--- config.mk ---
export PLATFORM = sky130hd
export DESIGN_NAME = hazard_unit
export DESIGN_NICKNAME = d
export VERILOG_FILES = /design/src/rtl/hazard_unit.sv
export SDC_FILE = /design/constraint.sdc
export NUM_CORES = 1
export LEC_CHECK = 0
export CELL_PAD_IN_SITES_DETAIL_PLACEMENT = 2
export CELL_PAD_IN_SITES_GLOBAL_PLACEMENT = 2
export CORE_ASPECT_RATIO = 1.25
export CORE_MARGIN = 1
export CORE_UTILIZATION = 26
export CTS_CLUSTER_SIZE = 30
export DETAILED_ROUTE_END_ITERATION = 6
export PLACE_DENSITY = 0.82
export SYNTH_ARGS = -nofsm -noshare
export SYNTH_HDL_FRONTEND = slang
export SYNTH_SLANG_ARGS = --single-unit
--- constraint.sdc ---
create_clock -name clock -period 2.4 [get_ports clock]
set_clock_uncertainty 0.15 [all_clocks]
set_input_delay 0.48 -clock clock [delete_from_list [all_inputs] [get_ports clock]]
set_output_delay 0.48 -clock clock [all_outputs]
set_load 0.005 [all_outputs]
--- src/rtl/hazard_unit.sv ---
// -----------------------------------------------------------------------------
// hazard_unit
//   Hazard-detection and forwarding controller for the 5-stage F/D/X/M/W
//   pipeline. Keeps a shadow copy of the destination/load info of the
//   instructions in D/X and X/M. It produces:
//     - registered X-stage forwarding selects
//     - load-use stalls of LOAD_STALLS cycles
//     - taken-branch flushes
//     - saturating stall/flush statistics
//
// Ports
//   clock, reset              single clock, synchronous active-high reset
//   d_valid                   F/D holds a real instruction
//   d_rs, d_rt                source specifiers of the instruction in D
//   d_uses_rs, d_uses_rt      instruction in D reads rs / rt
//   d_dst, d_rwe, d_is_load   destination, reg-write enable, load flag
//   x_branch_taken            instruction in X is a taken branch/jump
//   stall                     hold PC and F/D this cycle (combinational)
//   bubble_dx                 load a NOP into D/X at next edge (combinational)
//   flush                     squash F/D and D/X at next edge (combinational)
//   fwd_a_sel, fwd_b_sel      X operand source: 00 D/X, 01 MX, 10 WX (registered)
//   stall_cycles, flush_count saturating statistics counters (registered)
// -----------------------------------------------------------------------------
module hazard_unit #(
  parameter int REG_ADDR_W  = 5,
  parameter int LOAD_STALLS = 1,
  parameter int CNT_W       = 16
) (
  input  logic                  clock,
  input  logic                  reset,
  input  logic                  d_valid,
  input  logic [REG_ADDR_W-1:0] d_rs,
  input  logic [REG_ADDR_W-1:0] d_rt,
  input  logic                  d_uses_rs,
  input  logic                  d_uses_rt,
  input  logic [REG_ADDR_W-1:0] d_dst,
  input  logic                  d_rwe,
  input  logic                  d_is_load,
  input  logic                  x_branch_taken,
  output logic                  stall,
  output logic                  bubble_dx,
  output logic                  flush,
  output logic [1:0]            fwd_a_sel,
  output logic [1:0]            fwd_b_sel,
  output logic [CNT_W-1:0]      stall_cycles,
  output logic [CNT_W-1:0]      flush_count
);

  localparam logic [1:0] LS_M1 = 2'(LOAD_STALLS - 1);

  // Shadow entries. The M/W entry never feeds a decision (the register file's
  // write-before-read covers it), so only D/X and X/M state is held.
  logic                  r_dx_vld;
  logic [REG_ADDR_W-1:0] r_dx_dst;
  logic                  r_dx_rwe;
  logic                  r_dx_ld;
  logic                  r_xm_vld;
  logic [REG_ADDR_W-1:0] r_xm_dst;
  logic                  r_xm_rwe;

  logic [1:0]            r_stall_ctr;
  logic [1:0]            r_fwd_a;
  logic [1:0]            r_fwd_b;
  logic [CNT_W-1:0]      r_stall_cycles;
  logic [CNT_W-1:0]      r_flush_count;

  logic                  w_ctr_busy;
  logic                  w_detect;
  logic                  w_stall;
  logic                  w_kill;

  function automatic logic produces(input logic                  vld,
                                    input logic                  rwe,
                                    input logic [REG_ADDR_W-1:0] dst,
                                    input logic [REG_ADDR_W-1:0] r);
    return vld && rwe && (dst == r) && (r != '0);
  endfunction

  // MX (producer about to be in X/M) has priority over WX.
  function automatic logic [1:0] fwd_sel(input logic                  uses,
                                         input logic [REG_ADDR_W-1:0] r);
    logic [1:0] sel;
    sel = 2'b00;
    if (uses) begin
      if (produces(r_dx_vld, r_dx_rwe, r_dx_dst, r))
        sel = 2'b01;
      else if (produces(r_xm_vld, r_xm_rwe, r_xm_dst, r))
        sel = 2'b10;
    end
    return sel;
  endfunction

  function automatic logic [CNT_W-1:0] sat_inc(input logic [CNT_W-1:0] c);
    return (c == '1) ? c : c + CNT_W'(1);
  endfunction

  // Detect: D-stage consumer directly behind a load. A flush or a stall
  // already in progress suppresses it.
  always_comb begin
    w_ctr_busy = (r_stall_ctr != 2'd0);
    w_detect   = !x_branch_taken && d_valid && !w_ctr_busy && r_dx_ld &&
                 ((d_uses_rs && produces(r_dx_vld, r_dx_rwe, r_dx_dst, d_rs)) ||
                  (d_uses_rt && produces(r_dx_vld, r_dx_rwe, r_dx_dst, d_rt)));
    w_stall    = !x_branch_taken && (w_detect || w_ctr_busy);
    w_kill     = w_stall || x_branch_taken;
  end

  // D -> D/X and D/X -> X/M boundary: shadow shift, stall counter, selects
  always_ff @(posedge clock) begin
    r_dx_dst <= d_dst;
    r_dx_rwe <= d_rwe;
    r_dx_ld  <= d_is_load;
    r_xm_dst <= r_dx_dst;
    r_xm_rwe <= r_dx_rwe;
    if (reset) begin
      r_dx_vld    <= 1'b0;
      r_xm_vld    <= 1'b0;
      r_stall_ctr <= 2'd0;
      r_fwd_a     <= 2'b00;
      r_fwd_b     <= 2'b00;
    end else begin
      r_xm_vld <= r_dx_vld;
      r_dx_vld <= d_valid && !w_kill;
      if (x_branch_taken)
        r_stall_ctr <= 2'd0;
      else if (w_detect)
        r_stall_ctr <= LS_M1;
      else if (w_ctr_busy)
        r_stall_ctr <= r_stall_ctr - 2'd1;
      if (w_kill) begin
        r_fwd_a <= 2'b00;
        r_fwd_b <= 2'b00;
      end else begin
        r_fwd_a <= fwd_sel(d_uses_rs, d_rs);
        r_fwd_b <= fwd_sel(d_uses_rt, d_rt);
      end
    end
  end

  // Statistics
  always_ff @(posedge clock) begin
    if (reset) begin
      r_stall_cycles <= '0;
      r_flush_count  <= '0;
    end else begin
      if (w_stall)
        r_stall_cycles <= sat_inc(r_stall_cycles);
      if (x_branch_taken)
        r_flush_count <= sat_inc(r_flush_count);
    end
  end

  assign stall        = w_stall;
  assign bubble_dx    = w_stall;
  assign flush        = x_branch_taken;
  assign fwd_a_sel    = r_fwd_a;
  assign fwd_b_sel    = r_fwd_b;
  assign stall_cycles = r_stall_cycles;
  assign flush_count  = r_flush_count;

endmodule

==> results of run 1 <==
==> cell type report <==
class | count | area share
Clock buffer | 5 | 0.0188
Clock inverter | 3 | 0.00581
Inverter | 10 | 0.0103
Multi-Input combinational cell | 191 | 0.376
Sequential cell | 53 | 0.292
Tap cell | 120 | 0.0410
Timing Repair Buffer | 106 | 0.257
==> flip-flops by register name, summed over array words and instances, names as in the netlist <==
signal / cells
r_dx_vld: 1
r_stall_ctr: 2
stall_cycles: 16
flush_count: 16
r_dx_ld: 1
r_xm_dst: 5
fwd_b_sel: 2
fwd_a_sel: 2
r_xm_vld: 1
r_xm_rwe: 1
r_dx_dst: 5
r_dx_rwe: 1
==> cell usage in the layout (no fill, tap or decap), types with 3 or more instances in the layout <==
cell type and count:
xor2_1 19, ha_1 3, buf_4 38, a21oi_2 4
or4_1 3, nor4_1 4, clkbuf_2 4, clkbuf_8 5
inv_1 9, nand2_1 15, a21oi_1 14, buf_6 8
nor2_1 22, nand3_1 14, xnor2_2 3, nand4_1 9
nor3_1 4, xnor2_1 9, dfxtp_1 50, o31ai_1 4
buf_2 4, o21ai_0 10, or4_4 6, and4_1 7
and3_1 6, clkdlybuf4s50_1 49, or3_1 11
==> layer usage <==
metal | track usage | up-vias | wire length (um)
met2 | 0.334 | 44 | 4430
met1 | 0.179 | 1179 | 3190
met5 | 0 | - | 0
met4 | 0.0656 | 0 | 189
met3 | 0.0330 | 13 | 272
li1 | - | 1140 | -
==> worst max-delay path, stage by stage <==
cell and delay (ns):
clkdlybuf4s50_1 0.41, and4b_2 0.34, nand2_2 0.10, nor3_4 0.27, nor3_2 0.08, inv_2 0.08, buf_6 0.09
==> worst max path at each step <==
stage | slack, ns | cells after the start | startpoint | end
5_1_grt | -0.15 | 7 | r_dx_dst[2]$_DFF_P_ | bubble_dx
6_report | -0.09 | 7 | x_branch_taken | bubble_dx
3_3_place_gp | -0.77 | 7 | d_rs[1] | bubble_dx
2_1_floorplan | -0.01 | 7 | d_rs[1] | stall_cycles[13]$_SDFFE_PP0P_
4_1_cts | -0.16 | 6 | r_dx_dst[1]$_DFF_P_ | bubble_dx
3_5_place_dp | -0.90 | 7 | d_rs[1] | bubble_dx
==> timing repair <==
| item | CTS | global route |
|---|---|---|
| pin swaps | 22 | 14 |
| setup buffers | 2 | 2 |
| hold buffers | 0 | 0 |
| endpoints found under the setup margin | 25 | 22 |
| resized for setup | 41 | 32 |
| cloned | 2 | 0 |
| endpoints found under the hold margin | 0 | 0 |
==> stage by stage <==
stage	instances	hold WS [ns]	TNS [ns]	area, um^2
final	488	0.252	-0.381	3660
after global routing	488	0.262	-0.852	3660
after CTS	486	0.259	-0.990	3570
after detailed placement	474	0.241	-17.98	3400
after global placement	474	0.238	-14.64	3400
after floorplan	264	0.200	-0.0497	2400
==> cell families (layout without fill, tap and decap cells) <==
group	Yosys count	in the layout	synth area share
AND/OR/NAND/NOR	116	116	0.283
buffers and inverters	20	124	0.0402
multiplexers	1	1	0.00418
AO/OA/AOI/OAI	37	37	0.0893
flip-flops	53	53	0.443
XOR/XNOR	34	34	0.124
adder cells (fa/ha/maj)	3	3	0.0157
==> where the power goes <==
part	switching (uW)	total, uW	leakage (uW)	internal [uW]
clock network	313	521	0.0000445	208
registers	16.5	912	0.000433	895
logic	74.9	168	0.000889	93.3
==> impl_metrics.py, run 1 <==
metrics = {
    "floorplan": {
        "start_util": 0.272,
        "die_area_mm2": 0.00960,
        "ios": 62,
        "fp-row-count": 38,
        "die_w_um": 87.8,
        "die_h_um": 109,
        "core_mm2": 0.00880,
    },
    "place": {
        "pre_cts_slack_ns": -0.899,
        "place_hpwl_mm": 5.95,
        "place.gp.congestion": 0.756,
        "place.port_buffers": 61,
    },
    "logic_synthesis": {
        "avgSynthCellArea_um2": 9.07,
        "yosysUniqueCellTypes": 39,
        "synth_nets": 290,
        "mappedNetlistArea_mm2": 0.00239,
        "yosys-top-cells-area": "dfxtp_1 (44%), xor2_1 (7.7%), xnor2_1 (4.8%)",
        "synthTopCellsByCount": "dfxtp_1 (53), nor2_1 (24), xor2_1 (21), a21oi_1 (18), nand2_1 (17)",
        "synth.top_cell.area_share": 0.443,
        "syn_inst": 264,
        "ys_seq_elements": 53,
        "synth.most_common_cell": "dfxtp_1",
        "synthFlopType": "dfxtp_1",
        "synth_top_area_cell": "dfxtp_1",
        "synthArstFlopShare": 0,
        "synth-seq-area-share": 0.443,
        "yosysWarnings": 0,
        "synth-edff-count": 0,
    },
    "cells_and_area": {
        "antennaDiodeCount": 0,
        "fillers": 994,
        "post-route-util": 0.416,
        "fin_nets": 393,
        "syn_to_final_growth_pct": 52.9,
        "multiInputGateArea_mm2": 0.00138,
        "drive_above_1_share": 0.258,
        "ff_latch_area_mm2": 0.00107,
    },
    "clock_network": {
        "htreeDepth": 2,
        "clk_pin_slew_ns": 0.10,
        "clock_sinks": 53,
        "insertion_delay_ns": 0.31,
        "cts_tree": "yes",
        "cts_root_buffer": "clkbuf_8",
        "cts_buffers": 5,
        "clockBufferDepth": 2,
    },
    "global_routing": {
        "grt_pass1_wl_mm": 12.5,
        "overflow": 0,
        "grt_usage": 0.172,
        "grt_pass1_vias": 2583,
        "grt_max_degree": 34,
        "antenna_found_initial": 0,
    },
    "sta": {
        "finalCritPeriodShare": 1.04,
        "worst_slew_pin_slew_ns": 0.413,
        "grt_setup_unrepaired": "yes",
        "setup_violations": 8,
        "slew-limit-headroom": 0.725,
        "maxSlewViolCount": 0,
        "setup_ws_ns": -0.0947,
        "fin_crit_ns": 2.49,
        "finalHoldViolCount": 0,
        "fmax_mhz": 401,
    },
    "detailed_routing": {
        "wl_mm": 8.08,
        "first_pass_iters": 4,
        "avgRoutedWirePerCell_um": 16.6,
        "vias_per_cell": 4.87,
        "antenna_left": 0,
        "initialDrtViolationCount": 56,
        "drc": 0,
        "vias": 2376,
    },
    "outcome": {
        "status": "finished, violations left",
        "violations": "setup timing",
    },
    "critical_path": {
        "crit_required_ns": 1.77,
        "crit_type": "in2out",
        "critPathLaunchType": "input pin",
        "r2r_end": "stall_cycles[9]$_SDFFE_PP0P_",
        "critPathMaxFanout": 2,
        "reg2regPathDepth": 8,
        "cp-end-kind": "primary output",
        "r2r_start": "r_dx_dst[1]$_DFF_P_",
        "worstPathArrival_ns": 1.86,
        "worst-r2r-setup-slack_ns": -0.03,
    },
    "pwr": {
        "p_total_uw": 1600,
        "power_density_mw_per_mm2": 437,
        "p_leak_uw": 0.00137,
        "ir_drop_v": 0.000250,
    },
    "hold_path": {
        "worstHoldEndpoint": "r_xm_rwe$_DFF_P_",
        "hold_depth": 0,
        "worstHoldStart": "r_dx_rwe$_DFF_P_",
        "hold_path_class": "reg2reg",
    },
    "job": {
        "drv_cap": 0,
    },
}
(Power assumes the default switching activity.)
==> run 2, diff against run 1 <==
--- a/config.mk
+++ b/config.mk
@@ -5,14 +5,15 @@
 export SDC_FILE = /design/constraint.sdc
 export NUM_CORES = 1
 export LEC_CHECK = 0
+export ABC_CLOCK_PERIOD_IN_PS = 2400
 export CELL_PAD_IN_SITES_DETAIL_PLACEMENT = 2
 export CELL_PAD_IN_SITES_GLOBAL_PLACEMENT = 2
-export CORE_ASPECT_RATIO = 1.25
 export CORE_MARGIN = 1
 export CORE_UTILIZATION = 26
 export CTS_CLUSTER_SIZE = 30
 export DETAILED_ROUTE_END_ITERATION = 6
 export PLACE_DENSITY = 0.82
+export REMOVE_ABC_BUFFERS = 1
 export SYNTH_ARGS = -nofsm -noshare
 export SYNTH_HDL_FRONTEND = slang
 export SYNTH_SLANG_ARGS = --single-unit
==> impl_metrics.py, run 2 (synthesized netlist as in run 1, its figures left out) <==
metrics = {
    "cells_and_area": {
        "post-route-util": 0.428,
        "syn_to_final_growth_pct": 57.2,
        "layout_common_cells": "dfxtp_1 (47), clkdlybuf4s50_1 (47), buf_4 (31)",
        "multiInputGateArea_mm2": 0.00143,
        "antennaDiodeCount": 0,
        "fin_nets": 391,
        "drive_above_1_share": 0.290,
        "layoutNonFillerInstCount": 473,
        "fillers": 957,
        "ff_latch_area_mm2": 0.00107,
    },
    "pwr": {
        "ir_drop_v": 0.000209,
        "sw_frac_of_total": 0.235,
        "p_total_uw": 1600,
        "power_density_mw_per_mm2": 424,
        "power.internal_uw": 1220,
        "p_comb_frac": 0.107,
        "p_seq_frac": 0.572,
        "switchingPower_uw": 374,
        "p_leak_uw": 0.00141,
        "pwr-share-clk": 0.321,
    },
    "critical_path": {
        "worstPathCellList": "xor2_1 > or4_4 > nor3_4 > buf_6 > nor3_4 > inv_1 > buf_2",
        "crit_top_cell": "nor3_4",
        "slowest_stage": "or4_4",
        "worstPathArrival_ns": 1.91,
        "r2r_end": "stall_cycles[13]$_SDFFE_PP0P_",
        "crit_type": "reg2out",
        "reg2regPathDepth": 8,
        "crit_required_ns": 1.77,
        "cp.buffers_inverters": 3,
        "r2r_start": "r_dx_dst[1]$_DFF_P_",
        "max_stage_delay_ns": 0.55,
        "critPathLaunchType": "flip-flop",
        "cpLargestDelayFamily": "simple AND/OR/NAND/NOR gates",
        "cp-end-kind": "primary output",
        "worst-r2r-setup-slack_ns": -0.08,
        "critPathMaxFanout": 2,
    },
    "clock_network": {
        "insertion_delay_ns": 0.30,
        "cts_hold_buffers": 0,
        "cts_buffers": 5,
        "htreeDepth": 2,
        "clockBufferDepth": 2,
        "clock_sinks": 53,
        "clk_pin_slew_ns": 0.09,
        "cts_root_buffer": "clkbuf_8",
        "cts_tree": "yes",
    },
    "sta": {
        "setup_ws_ns": -0.140,
        "setup_violations": 13,
        "fin_crit_ns": 2.54,
        "finalHoldViolCount": 0,
        "grt_setup_unrepaired": "yes",
        "finalCritPeriodShare": 1.06,
        "maxSlewViolCount": 0,
        "tns_ns": -0.730,
        "slew-limit-headroom": 0.686,
        "fmax_mhz": 394,
        "worst_slew_pin_slew_ns": 0.473,
    },
    "outcome": {
        "violations": "DRC, setup timing",
        "status": "finished, violations left",
    },
    "hold_path": {
        "hold_depth": 0,
        "worstHoldEndpoint": "r_xm_rwe$_DFF_P_",
        "hold_path_class": "reg2reg",
        "worstHoldStart": "r_dx_rwe$_DFF_P_",
    },
    "floorplan": {
        "start_util": 0.272,
        "ios": 62,
        "die_area_mm2": 0.00960,
        "fp-row-count": 34,
        "core_mm2": 0.00881,
        "die_h_um": 98.0,
        "die_w_um": 98.0,
    },
    "detailed_routing": {
        "first_pass_iters": 6,
        "avgRoutedWirePerCell_um": 17.6,
        "antenna_left": 0,
        "vias_per_cell": 4.99,
        "initialDrtViolationCount": 50,
        "wl_mm": 8.34,
        "drc": 5,
        "vias": 2359,
    },
    "job": {
        "drv_cap": 0,
    },
    "place": {
        "place_hpwl_mm": 5.78,
        "pre_cts_slack_ns": -0.785,
        "place.port_buffers": 61,
        "place.gp.congestion": 0.794,
        "dp.cells": 455,
    },
    "global_routing": {
        "grt_pass1_vias": 2651,
        "antenna_found_initial": 0,
        "grt_max_degree": 34,
        "overflow": 0,
        "grt_usage": 0.180,
        "grt_pass1_wl_mm": 13.6,
    },
}
run 2: cell count changes in the layout (fill, tap and decap cells not counted), moves of 3 or more:
cell | before | now
o21ai_2 | 0 | 6
dfxtp_2 | 2 | 6
o21ai_0 | 10 | 4
buf_12 | 0 | 3
or3_4 | 0 | 3
clkbuf_2 | 4 | 1
or3_1 | 11 | 8
buf_4 | 38 | 31
dfxtp_1 | 50 | 47
run 2: through the flow:
step                cell area, um^2  hold WS, ns
floorplan                      2340        0.200
global placement               3340        0.212
detailed placement             3340        0.225
CTS                            3710        0.265
global route                   3760        0.257
finish                         3760        0.245
run 2: area by class of cell:
| type | count | share of cell area |
|---|---|---|
| inverters | 10 | 0.00997 |
| repair buffers | 104 | 0.267 |
| clock buffers | 7 | 0.0229 |
| multi-input cells | 191 | 0.380 |
| well taps | 108 | 0.0359 |
| flip-flops and latches | 53 | 0.284 |
run 2: power by group through the flow:
stage	logic (uW)	clock network [uW]	registers, uW
after detailed placement	147	0	931
final	170	512	913
after CTS	166	537	912
after floorplan	46.0	0	927
after global placement	141	0	931
after global routing	184	571	916
run 2: worst max-delay path by stage:
stage                                    to                 from  cells after the start
4_1_cts                           bubble_dx              d_rs[2]                      9
3_3_place_gp                      bubble_dx              d_rs[1]                      7
2_1_floorplan  stall_cycles[3]$_SDFFE_PP0P_              d_rs[1]                      6
3_5_place_dp                      bubble_dx              d_rs[1]                      7
5_1_grt                               stall  r_dx_dst[1]$_DFF_P_                      7
6_report                          bubble_dx  r_dx_dst[1]$_DFF_P_                      7
run 2: layer usage:
metal,wire [um],track usage
met4,238,0.0676
met3,237,0.0258
met1,3500,0.207
met5,0,0
met2,4370,0.334
run 2: repair_timing:
| item | in CTS | in global routing |
|---|---|---|
| endpoints found under the setup margin | 25 | 25 |
| cloned | 3 | 0 |
| gates resized for setup | 79 | 31 |
| setup buffers | 10 | 3 |
| pin swaps | 37 | 15 |
